==> src/rtl/acq_control_pkg.sv <==
// Shared definitions for the acquisition controller: state encoding,
// stop-reason codes and the default data/address widths.
package acq_control_pkg;

    localparam int DEF_BITS      = 8;
    localparam int DEF_ADDR_BITS = 19;

    typedef enum logic [2:0] {
        ST_IDLE  = 3'd0,
        ST_ARMED = 3'd1,
        ST_ACQ   = 3'd2,
        ST_DRAIN = 3'd3,
        ST_DONE  = 3'd4
    } acq_state_t;

    localparam logic [1:0] STOP_NONE  = 2'b00;
    localparam logic [1:0] STOP_INDEX = 2'b01;
    localparam logic [1:0] STOP_FULL  = 2'b10;
    localparam logic [1:0] STOP_ABORT = 2'b11;

    // Reader writes are forwarded to RAM only in these states.
    function automatic logic in_capture_window(input acq_state_t s);
        return (s == ST_ACQ) || (s == ST_DRAIN);
    endfunction

endpackage

==> src/rtl/acq_control_if.sv <==
// Control, reader and RAM-write signals of the acquisition controller.
// The slave side is the controller; the master side drives it.
interface acq_control_if #(
    parameter int BITS      = acq_control_pkg::DEF_BITS,
    parameter int ADDR_BITS = acq_control_pkg::DEF_ADDR_BITS
);
    logic                 START;
    logic                 ABORT;
    logic                 WAIT_INDEX;
    logic [7:0]           STOP_INDEX_COUNT;
    logic                 INDEX_IN;
    logic [BITS-1:0]      MDR_DATA;
    logic                 MDR_WRITE;
    logic                 MDR_RUN;
    logic [ADDR_BITS-1:0] RAM_ADDR;
    logic [BITS-1:0]      RAM_DATA;
    logic                 RAM_WR;
    logic                 BUSY;
    logic                 WAITING;
    logic [1:0]           STOP_REASON;

    modport master (
        output START, ABORT, WAIT_INDEX, STOP_INDEX_COUNT, INDEX_IN,
               MDR_DATA, MDR_WRITE,
        input  MDR_RUN, RAM_ADDR, RAM_DATA, RAM_WR, BUSY, WAITING,
               STOP_REASON
    );

    modport slave (
        input  START, ABORT, WAIT_INDEX, STOP_INDEX_COUNT, INDEX_IN,
               MDR_DATA, MDR_WRITE,
        output MDR_RUN, RAM_ADDR, RAM_DATA, RAM_WR, BUSY, WAITING,
               STOP_REASON
    );
endinterface

==> src/rtl/acq_control_index_edge_detect.sv <==
// Rising-edge detector for the (already synchronised) index level.
module index_edge_detect (
    input  logic CLOCK,
    input  logic RESET_N,
    input  logic level,
    output logic rise
);
    logic prev_q;

    // Remember last cycle's level.
    always_ff @(posedge CLOCK or negedge RESET_N) begin
        if (!RESET_N) prev_q <= 1'b0;
        else          prev_q <= level;
    end

    assign rise = level & ~prev_q;
endmodule

==> src/rtl/acq_control.sv <==
// Acquisition controller: arms on START, optionally waits for an index
// edge, streams disc-reader words into RAM, and stops on index count,
// RAM full or ABORT, with a short drain to catch in-flight reader writes.
module acq_control #(
    parameter int BITS      = acq_control_pkg::DEF_BITS,
    parameter int ADDR_BITS = acq_control_pkg::DEF_ADDR_BITS
) (
    input  logic          CLOCK,
    input  logic          RESET_N,
    acq_control_if.slave  bus
);
    import acq_control_pkg::*;

    localparam logic [ADDR_BITS-1:0] ADDR_MAX = '1;

    acq_state_t           state_q, state_d;
    logic [1:0]           reason_q, reason_d;
    logic [7:0]           idx_cnt_q, idx_cnt_d, idx_cnt_inc;
    logic                 drain_q, drain_d;
    logic                 full_q;
    logic                 ready_q;
    logic                 run_q;
    logic [ADDR_BITS-1:0] addr_q;
    logic                 vld_p1;
    logic [BITS-1:0]      data_p1;

    logic                 idx_rise;
    logic                 start_ok;
    logic                 full_hit;
    logic                 full_now;
    logic                 capture;

    index_edge_detect u_index_edge (
        .CLOCK   (CLOCK),
        .RESET_N (RESET_N),
        .level   (bus.INDEX_IN),
        .rise    (idx_rise)
    );

    // A write to the last address is in flight this cycle: the RAM becomes
    // full at the next edge, so no further word may be accepted now.
    assign full_hit    = vld_p1 && (addr_q == ADDR_MAX);
    assign full_now    = full_q || full_hit;
    assign idx_cnt_inc = idx_cnt_q + 8'd1;
    assign start_ok    = bus.START && !bus.ABORT && ready_q &&
                         ((state_q == ST_IDLE) || (state_q == ST_DONE));
    assign capture     = in_capture_window(state_q) && bus.MDR_WRITE && !full_now;

    // State register.
    always_ff @(posedge CLOCK or negedge RESET_N) begin
        if (!RESET_N) state_q <= ST_IDLE;
        else          state_q <= state_d;
    end

    // Next state, stop reason, index counter and drain timer.
    always_comb begin
        state_d   = state_q;
        reason_d  = reason_q;
        idx_cnt_d = idx_cnt_q;
        drain_d   = drain_q;
        case (state_q)
            ST_IDLE, ST_DONE: begin
                if (start_ok) begin
                    reason_d  = STOP_NONE;
                    idx_cnt_d = 8'd0;
                    state_d   = bus.WAIT_INDEX ? ST_ARMED : ST_ACQ;
                end
            end
            ST_ARMED: begin
                if (bus.ABORT) begin
                    reason_d = STOP_ABORT;
                    state_d  = ST_DONE;
                end else if (idx_rise) begin
                    state_d = ST_ACQ;
                end
            end
            ST_ACQ: begin
                if (bus.ABORT) begin
                    reason_d = STOP_ABORT;
                    state_d  = ST_DONE;
                end else begin
                    if (idx_rise) idx_cnt_d = idx_cnt_inc;
                    // Full outranks an index stop landing in the same cycle.
                    if (full_hit) begin
                        reason_d = STOP_FULL;
                        state_d  = ST_DRAIN;
                        drain_d  = 1'b0;
                    end else if (idx_rise && (bus.STOP_INDEX_COUNT != 8'd0) &&
                                 (idx_cnt_inc == bus.STOP_INDEX_COUNT)) begin
                        reason_d = STOP_INDEX;
                        state_d  = ST_DRAIN;
                        drain_d  = 1'b0;
                    end
                end
            end
            ST_DRAIN: begin
                if (bus.ABORT) begin
                    reason_d = STOP_ABORT;
                    state_d  = ST_DONE;
                end else if (drain_q) begin
                    state_d = ST_DONE;
                end else begin
                    drain_d = 1'b1;
                end
            end
            default: state_d = ST_IDLE;
        endcase
    end

    // Control registers: run enable, stop reason, counters, full flag and
    // the one-cycle post-reset hold-off on START.
    always_ff @(posedge CLOCK or negedge RESET_N) begin
        if (!RESET_N) begin
            run_q     <= 1'b0;
            reason_q  <= STOP_NONE;
            idx_cnt_q <= 8'd0;
            drain_q   <= 1'b0;
            full_q    <= 1'b0;
            ready_q   <= 1'b0;
        end else begin
            run_q     <= (state_d == ST_ACQ);
            reason_q  <= reason_d;
            idx_cnt_q <= idx_cnt_d;
            drain_q   <= drain_d;
            ready_q   <= 1'b1;
            if (start_ok)      full_q <= 1'b0;
            else if (full_hit) full_q <= 1'b1;
        end
    end

    // Stage p1: reader word registered onto the RAM write port.
    always_ff @(posedge CLOCK or negedge RESET_N) begin
        if (!RESET_N) begin
            vld_p1  <= 1'b0;
            data_p1 <= '0;
        end else begin
            vld_p1 <= capture;
            if (capture) data_p1 <= bus.MDR_DATA;
        end
    end

    // Write address: advances after each write, parks on the last address.
    always_ff @(posedge CLOCK or negedge RESET_N) begin
        if (!RESET_N)                 addr_q <= '0;
        else if (start_ok)            addr_q <= '0;
        else if (vld_p1 && !full_hit) addr_q <= addr_q + 1'b1;
    end

    assign bus.MDR_RUN     = run_q;
    assign bus.RAM_WR      = vld_p1;
    assign bus.RAM_DATA    = data_p1;
    assign bus.RAM_ADDR    = addr_q;
    assign bus.STOP_REASON = reason_q;
    assign bus.BUSY        = (state_q != ST_IDLE);
    assign bus.WAITING     = (state_q == ST_ARMED);
endmodule

==> src/flat_wrapper.sv <==
// flat-port wrapper written by rule: the top's interface ports become plain ports
module acq_control_flat import acq_control_pkg::*;
#(
    parameter int BITS      = acq_control_pkg::DEF_BITS,
    parameter int ADDR_BITS = acq_control_pkg::DEF_ADDR_BITS
)
  (CLOCK, RESET_N, bus_START, bus_ABORT, bus_WAIT_INDEX, bus_STOP_INDEX_COUNT, bus_INDEX_IN, bus_MDR_DATA, bus_MDR_WRITE, bus_MDR_RUN, bus_RAM_ADDR, bus_RAM_DATA, bus_RAM_WR, bus_BUSY, bus_WAITING, bus_STOP_REASON);
  acq_control_if #(.BITS(BITS), .ADDR_BITS(ADDR_BITS)) bus_i ();
  input  logic CLOCK;
  input  logic RESET_N;
  input wire logic [$bits(bus_i.START)-1:0] bus_START;
  input wire logic [$bits(bus_i.ABORT)-1:0] bus_ABORT;
  input wire logic [$bits(bus_i.WAIT_INDEX)-1:0] bus_WAIT_INDEX;
  input wire logic [$bits(bus_i.STOP_INDEX_COUNT)-1:0] bus_STOP_INDEX_COUNT;
  input wire logic [$bits(bus_i.INDEX_IN)-1:0] bus_INDEX_IN;
  input wire logic [$bits(bus_i.MDR_DATA)-1:0] bus_MDR_DATA;
  input wire logic [$bits(bus_i.MDR_WRITE)-1:0] bus_MDR_WRITE;
  output wire logic [$bits(bus_i.MDR_RUN)-1:0] bus_MDR_RUN;
  output wire logic [$bits(bus_i.RAM_ADDR)-1:0] bus_RAM_ADDR;
  output wire logic [$bits(bus_i.RAM_DATA)-1:0] bus_RAM_DATA;
  output wire logic [$bits(bus_i.RAM_WR)-1:0] bus_RAM_WR;
  output wire logic [$bits(bus_i.BUSY)-1:0] bus_BUSY;
  output wire logic [$bits(bus_i.WAITING)-1:0] bus_WAITING;
  output wire logic [$bits(bus_i.STOP_REASON)-1:0] bus_STOP_REASON;
  assign bus_i.START = bus_START;
  assign bus_i.ABORT = bus_ABORT;
  assign bus_i.WAIT_INDEX = bus_WAIT_INDEX;
  assign bus_i.STOP_INDEX_COUNT = bus_STOP_INDEX_COUNT;
  assign bus_i.INDEX_IN = bus_INDEX_IN;
  assign bus_i.MDR_DATA = bus_MDR_DATA;
  assign bus_i.MDR_WRITE = bus_MDR_WRITE;
  assign bus_MDR_RUN = bus_i.MDR_RUN;
  assign bus_RAM_ADDR = bus_i.RAM_ADDR;
  assign bus_RAM_DATA = bus_i.RAM_DATA;
  assign bus_RAM_WR = bus_i.RAM_WR;
  assign bus_BUSY = bus_i.BUSY;
  assign bus_WAITING = bus_i.WAITING;
  assign bus_STOP_REASON = bus_i.STOP_REASON;
  acq_control #(.BITS(BITS), .ADDR_BITS(ADDR_BITS)) u_core (.CLOCK(CLOCK), .RESET_N(RESET_N), .bus(bus_i));
endmodule
==> config.mk <==
export PLATFORM = sky130hd
export DESIGN_NAME = acq_control_flat
export DESIGN_NICKNAME = d
export VERILOG_FILES = /design/src/rtl/acq_control_pkg.sv /design/src/rtl/acq_control_if.sv /design/src/rtl/acq_control_index_edge_detect.sv /design/src/rtl/acq_control.sv /design/src/flat_wrapper.sv
export SDC_FILE = /design/constraint.sdc
export NUM_CORES = 1
export LEC_CHECK = 0
export CORE_ASPECT_RATIO = 0.6
export CORE_MARGIN = 5
export CORE_UTILIZATION = 30
export DETAILED_ROUTE_END_ITERATION = 10
export GPL_TIMING_DRIVEN = 0
export HOLD_SLACK_MARGIN = 0.15
export PLACE_DENSITY = 0.55
export SETUP_SLACK_MARGIN = 0.02
export SYNTH_ARGS = -nofsm -noshare
export SYNTH_HDL_FRONTEND = slang
export SYNTH_HIERARCHICAL = 1
export SYNTH_SLANG_ARGS = --single-unit
==> constraint.sdc <==
create_clock -name CLOCK -period 2.92 [get_ports CLOCK]
set_input_delay 0.438 -clock CLOCK [delete_from_list [all_inputs] [get_ports CLOCK]]
set_output_delay 0.438 -clock CLOCK [all_outputs]
set_load 0.02 [all_outputs]
# --- Yosys cells after proc, flatten, opt, wreduce, memory -nomap -nowiden ---
# Cells that the tools add are included.
op_classes:
  n_eq_ne: 14
  mux: 29
  n_reduce_logical: 28
  bitwise: 2
  add_sub_neg: 2
ops:
  columns: ["cell", "n"]
  rows:
  - ["two-way mux 19 bit", 2]
  - ["two-way mux 3 bit", 8]
  - ["two-way mux 8 bit", 3]
  - ["adder 19 x 1 -> 19 bit, second input constant", 1]
  - ["== test 19 bit, second input constant", 1]
  - ["case mux 8 bit (2 select lines)", 1]
  - ["two-way mux 2 bit", 6]
  - ["case mux 3 bit (4 select lines)", 1]
  - ["AND reduction 4 bit", 3]
  - ["== test 3 x 2 -> 1 bit, second input constant", 3]
  - ["logical AND 1 bit", 9]
  - ["adder 8 x 1 -> 8 bit, second input constant", 1]
  - ["== test 8 bit", 1]
  - ["nonzero test 2 bit", 4]
  - ["nonzero test 8 bit", 1]
  - ["two-way mux 1 bit", 6]
  - ["inequality test 2 x 1 -> 1 bit, second input constant", 3]
  - ["case mux 2 bit (3 select lines)", 1]
  - ["nonzero test 3 bit", 2]
  - ["inequality test 2 bit, second input constant", 2]
  - ["inequality test 4 x 3 -> 1 bit, second input constant", 1]
  - ["OR reduction 2 bit", 2]
  - ["== test 3 x 1 -> 1 bit, second input constant", 1]
  - ["== test 3 bit, second input constant", 1]
  - ["other kinds (7)", 11]
totals:
  word_cells: 86
  reg_bits: 46

# --- Longest topological paths before layout ---
depth:
  ltp_word: 9
  ltp_mapped: 7
  mapped_depth_nobuf: 7

# --- Cells and area by module ---
# The synthesis kept the hierarchy.
by_module_without_submodules:
  columns: ["module", "seq_area_each_um2", "cells_each", "n_inst", "area_per_inst_um2"]
  rows:
  - ["acq_control", 1126.1, 248, 1, 2417.3]
  - ["index_edge_detect", 25.0, 2, 1, 38.8]

# --- Worst setup path after synthesis ---
# OpenSTA, ideal clock, no wires.
synth_timing:
  path_kind: "flip-flop to flip-flop"
  from: "register u_core.idx_cnt_q[0]"
  to: "register u_core.reason_q[1], in the netlist u_core/bus.STOP_REASON[1]"
  path_buffers: 0
  setup_time_ps: 69
  t_arrival_ps: 2010
  path_stages_with_launch: 8
  setup_slack_ps: 842
  path_cell_list: "dfrtp_1 -> ha_1 -> or3b_1 -> a211oi_2 -> nor3_1 -> nor4_4 -> mux2_1 -> nand3_1"
synth_via:
  elab_chain_len: 5
synth_rtl:
  columns: ["element", "line_no", "rtl"]
  rows:
  - ["from (decl)", "acq_control.sv:18", "logic [7:0] idx_cnt_q, idx_cnt_d, idx_cnt_inc;"]
  - ["from (signal assigned)", "acq_control.sv:123", "idx_cnt_q <= idx_cnt_d;"]
  - ["adder 8 x 1 -> 8 bit", "acq_control.sv:44", "assign idx_cnt_inc = idx_cnt_q + 8'd1;"]
  - ["== test 8 bit", "acq_control.sv:89", "(idx_cnt_inc == bus.STOP_INDEX_COUNT)) begin"]
  - ["logical AND 1 bit", "acq_control.sv:88", "end else if (idx_rise && (bus.STOP_INDEX_COUNT != 8'd0) &&"]
  - ["inequality test 4 x 3 -> 1 bit (no source line)", null, null]
  - ["AND reduction 4 bit (no source line)", null, null]
  - ["to (signal assigned)", "acq_control.sv:122", "reason_q <= reason_d;"]
  - ["to (decl)", "acq_control.sv:17", "logic [1:0] reason_q, reason_d;"]
# Every way passes these cells.
# A chain may end at the register's enable or synchronous reset.

# --- Worst setup path in the final report ---
# Ends and elaborated chain as after synthesis.

==> qor.csv <==
metric,value,unit
slowest_delay,440,ps
avgSynthCellArea,9.82,um2
synth_top_area_frac,0.469,
die_w,127,um
root_buffer,clkbuf_16,
synthFlopType,dfrtp_1,
synthToLayoutAreaGrowth,34.3,%
hp-class,flop to flop,
dpl_cell_area,0.00315,mm2
place_hpwl,4630,um
period_share,0.794,
layout_setup_ws,600,ps
power_density,548,mW/mm2
grt_setup_unrepaired,false,
finalHoldViolCount,0,
period_needed,2320,ps
fin_skew,8.00,ps
synthTopCellsByArea,"dfrtp_1 (47%), xor2_1 (6.1%), nor2_1 (5.7%)",
max-slew-margin-rel,0.552,
vias,2076,
crit_path_start_kind,flop,
clk_path_buf_depth,2,
p_sw_frac,0.295,
worstSetupPathType,flop to flop,
syn_inst,250,
p_total,0.00181,W
fin_nets,338,
maxCapViolCount,0,
avgRoutedWirePerCell,14.6,um
power.internal,0.00127,W
clkTransAtPathRegs,70,ps
row_count,25,
postCtsSetupBuffers,0,
cts_resized,0,
max_freq,431,MHz
die_area,0.0102,mm2
numCtsBuffers,5,
outcome,"complete, no violations",
yosysTopAreaCell,dfrtp_1,
ys_seq_area_frac,0.469,
worstPathArrival,2540,ps
p_clk_frac,0.311,
drive_gt1_frac,0.0860,
cts_max_level,2,
drt-total-wl,6170,um
drc,0,
p_comb_frac,0.257,
final_util,0.417,
ys_ff_latch,46,
seq_area,0.00115,mm2
syn-cell-area,0.00246,mm2
synth_edf_count,0,
path_max_fanout,7,
num_io_pins,56,
coreArea,0.00791,mm2
diodes,0,
slowest_stage,dfrtp_1,
cp.required,3140,ps
power_switching,0.000533,W
endpoint_kind,flop,
fin_hold_ws,499,ps
grt_pass1_wl,10000,um
insertion_delay,290,ps
design_area,0.00330,mm2
first_pass_iters,4,
crit_family,simple AND/OR/NAND/NOR gates,
start_util,0.310,
overflow,0,
ir_worst_vdd,384,uV
via_per_inst,4.92,
crit_buf_inv,0,
antenna_found_initial,0,
crit_chain,ha_1 -> or3b_1 -> a211oi_2 -> nor3_1 -> nor4_4 -> mux2_1 -> nand3_1,
clkSinkCount,46,
power_leakage,1.42,nW
io_buffer_count,54,
drt_iter0_drc,122,
yosysUniqueCellTypes,50,
grtUsageTotal,0.124,
maxSlewViolCount,0,
tightest_slew,670,ps
gp_congestion,0.768,
cts_tree,built,
post-place-ws,425,ps
postRouteAntennaNets,0,
grt_pass1_vias,1889,
die_h,80.1,um
p_seq_frac,0.432,
multi_input_comb_area,0.00126,mm2
nFillCells,798,
synth_warnings,6,
async_reset_ff_frac,1.00,
syn_nets,275,
setup_viol,0,
grt_max_degree,34,
## Yosys cell counts (3+ instances only)
library cell,n
a21oi_1,4
clkbuf_1,6
nand2_1,22
nor2b_1,3
mux2_2,7
xor2_1,17
nor3_1,4
o22ai_1,3
nor2_1,37
nand4_1,6
a31oi_1,3
and4_1,3
o21ai_0,14
dfrtp_1,46
xnor2_1,7
nand2b_1,3
and2_1,4
inv_1,3
nand3_1,10
and3_1,7
or3_1,4
## cells in the final DEF, fill, tap and decap left out, types with 4 or more instances in the layout
cell | synthesis | layout
a21oi_1 | 4 | 4
o21ai_0 | 14 | 14
and2_1 | 4 | 4
dfrtp_1 | 46 | 46
nor2_1 | 37 | 37
xor2_1 | 17 | 17
nor3_1 | 4 | 4
clkdlybuf4s50_1 | 0 | 53
xnor2_1 | 7 | 7
nand3_1 | 10 | 10
clkbuf_16 | 0 | 5
nand2_1 | 22 | 22
nand4_1 | 6 | 6
or3_1 | 4 | 4
clkbuf_1 | 6 | 7
and3_1 | 7 | 7
mux2_2 | 7 | 7
## through the flow
| stage | std cells | setup TNS (ps) |
|---|---|---|
| after detailed placement | 413 | 0 |
| after global placement | 412 | -2850 |
| after CTS | 422 | 0 |
| final | 422 | 0 |
| after floorplan | 250 | 0 |
| after global routing | 422 | 0 |
## worst paths after layout
| check | startpoint | end | slack, ps | cells after the start |
|---|---|---|---|---|
| setup reg to reg | u_core/idx_cnt_q[0] | u_core/bus.STOP_REASON[1] | 600 | 7 |
| max in group asynchronous | RESET_N | u_core/idx_cnt_q[2] | 1850 | 3 |
| setup / recovery | u_core/idx_cnt_q[0] | u_core/bus.STOP_REASON[1] | 600 | 7 |
| hold reg to reg | u_core/bus.RAM_DATA[2] | u_core/bus.RAM_DATA[2] | 500 | 1 |
| min in group asynchronous | RESET_N | u_core/bus.RAM_ADDR[2] | 580 | 2 |
| hold / removal | u_core/bus.RAM_DATA[2] | u_core/bus.RAM_DATA[2] | 500 | 1 |
## final cells by class
type                            instances  area share
Buffer                                  7      0.0102
Clock buffer                            6      0.0391
Inverter                                3     0.00341
Sequential cell                        46       0.349
Clock inverter                          2     0.00417
Tap cell                              108      0.0410
Multi-Input combinational cell        194       0.382
Timing Repair Buffer                   56       0.171
## routing by layer
| metal | vias up | GRT usage | part of all wire |
|---|---|---|---|
| li1 | 1018 | - | - |
| met1 | 985 | 0.188 | 0.51 |
| met2 | 66 | 0.157 | 0.40 |
| met3 | 7 | 0.0498 | 0.080 |
| met4 | 0 | 0.0321 | 0.011 |
| met5 | - | 0 | 0 |
## registers in the layout, summed over array words and instances (netlist names)
signal,flops
u_core/bus.RAM_ADDR,19
u_core/bus.RAM_DATA,8
u_core/idx_cnt_q,8
u_core/state_q,3
u_core/bus.STOP_REASON,2
u_core/bus.MDR_RUN,1
u_core/bus.RAM_WR,1
u_core/drain_q,1
u_core/full_q,1
u_core/ready_q,1
u_core/u_index_edge/prev_q,1
## logic make-up after synthesis
logic type | Yosys count | synth area share
adder cells (fa/ha/maj) | 2 | 0.0102
other | 1 | 0.00153
AO/OA/AOI/OAI | 41 | 0.107
flip-flops | 46 | 0.469
multiplexers | 10 | 0.0453
AND/OR/NAND/NOR | 116 | 0.263
XOR/XNOR | 24 | 0.0856
buffers and inverters | 10 | 0.0183
## power groups by stage
stage | Sequential, W | Clock [W] | Combinational [W]
after global placement | 0.000786 | 0 | 0.000462
final | 0.000781 | 0.000562 | 0.000464
after global routing | 0.000792 | 0.000612 | 0.000498
after detailed placement | 0.000791 | 0 | 0.000466
after CTS | 0.000782 | 0.000582 | 0.000470
after floorplan | 0.000870 | 0 | 0.000144
## timing repair
item                                    4_1_cts  5_1_grt
endpoints found under the setup margin        0        0
hold buffers                                  1        0
hold endpoints to repair                     13        0
No activity file was read; power rests on OpenSTA's default activity.
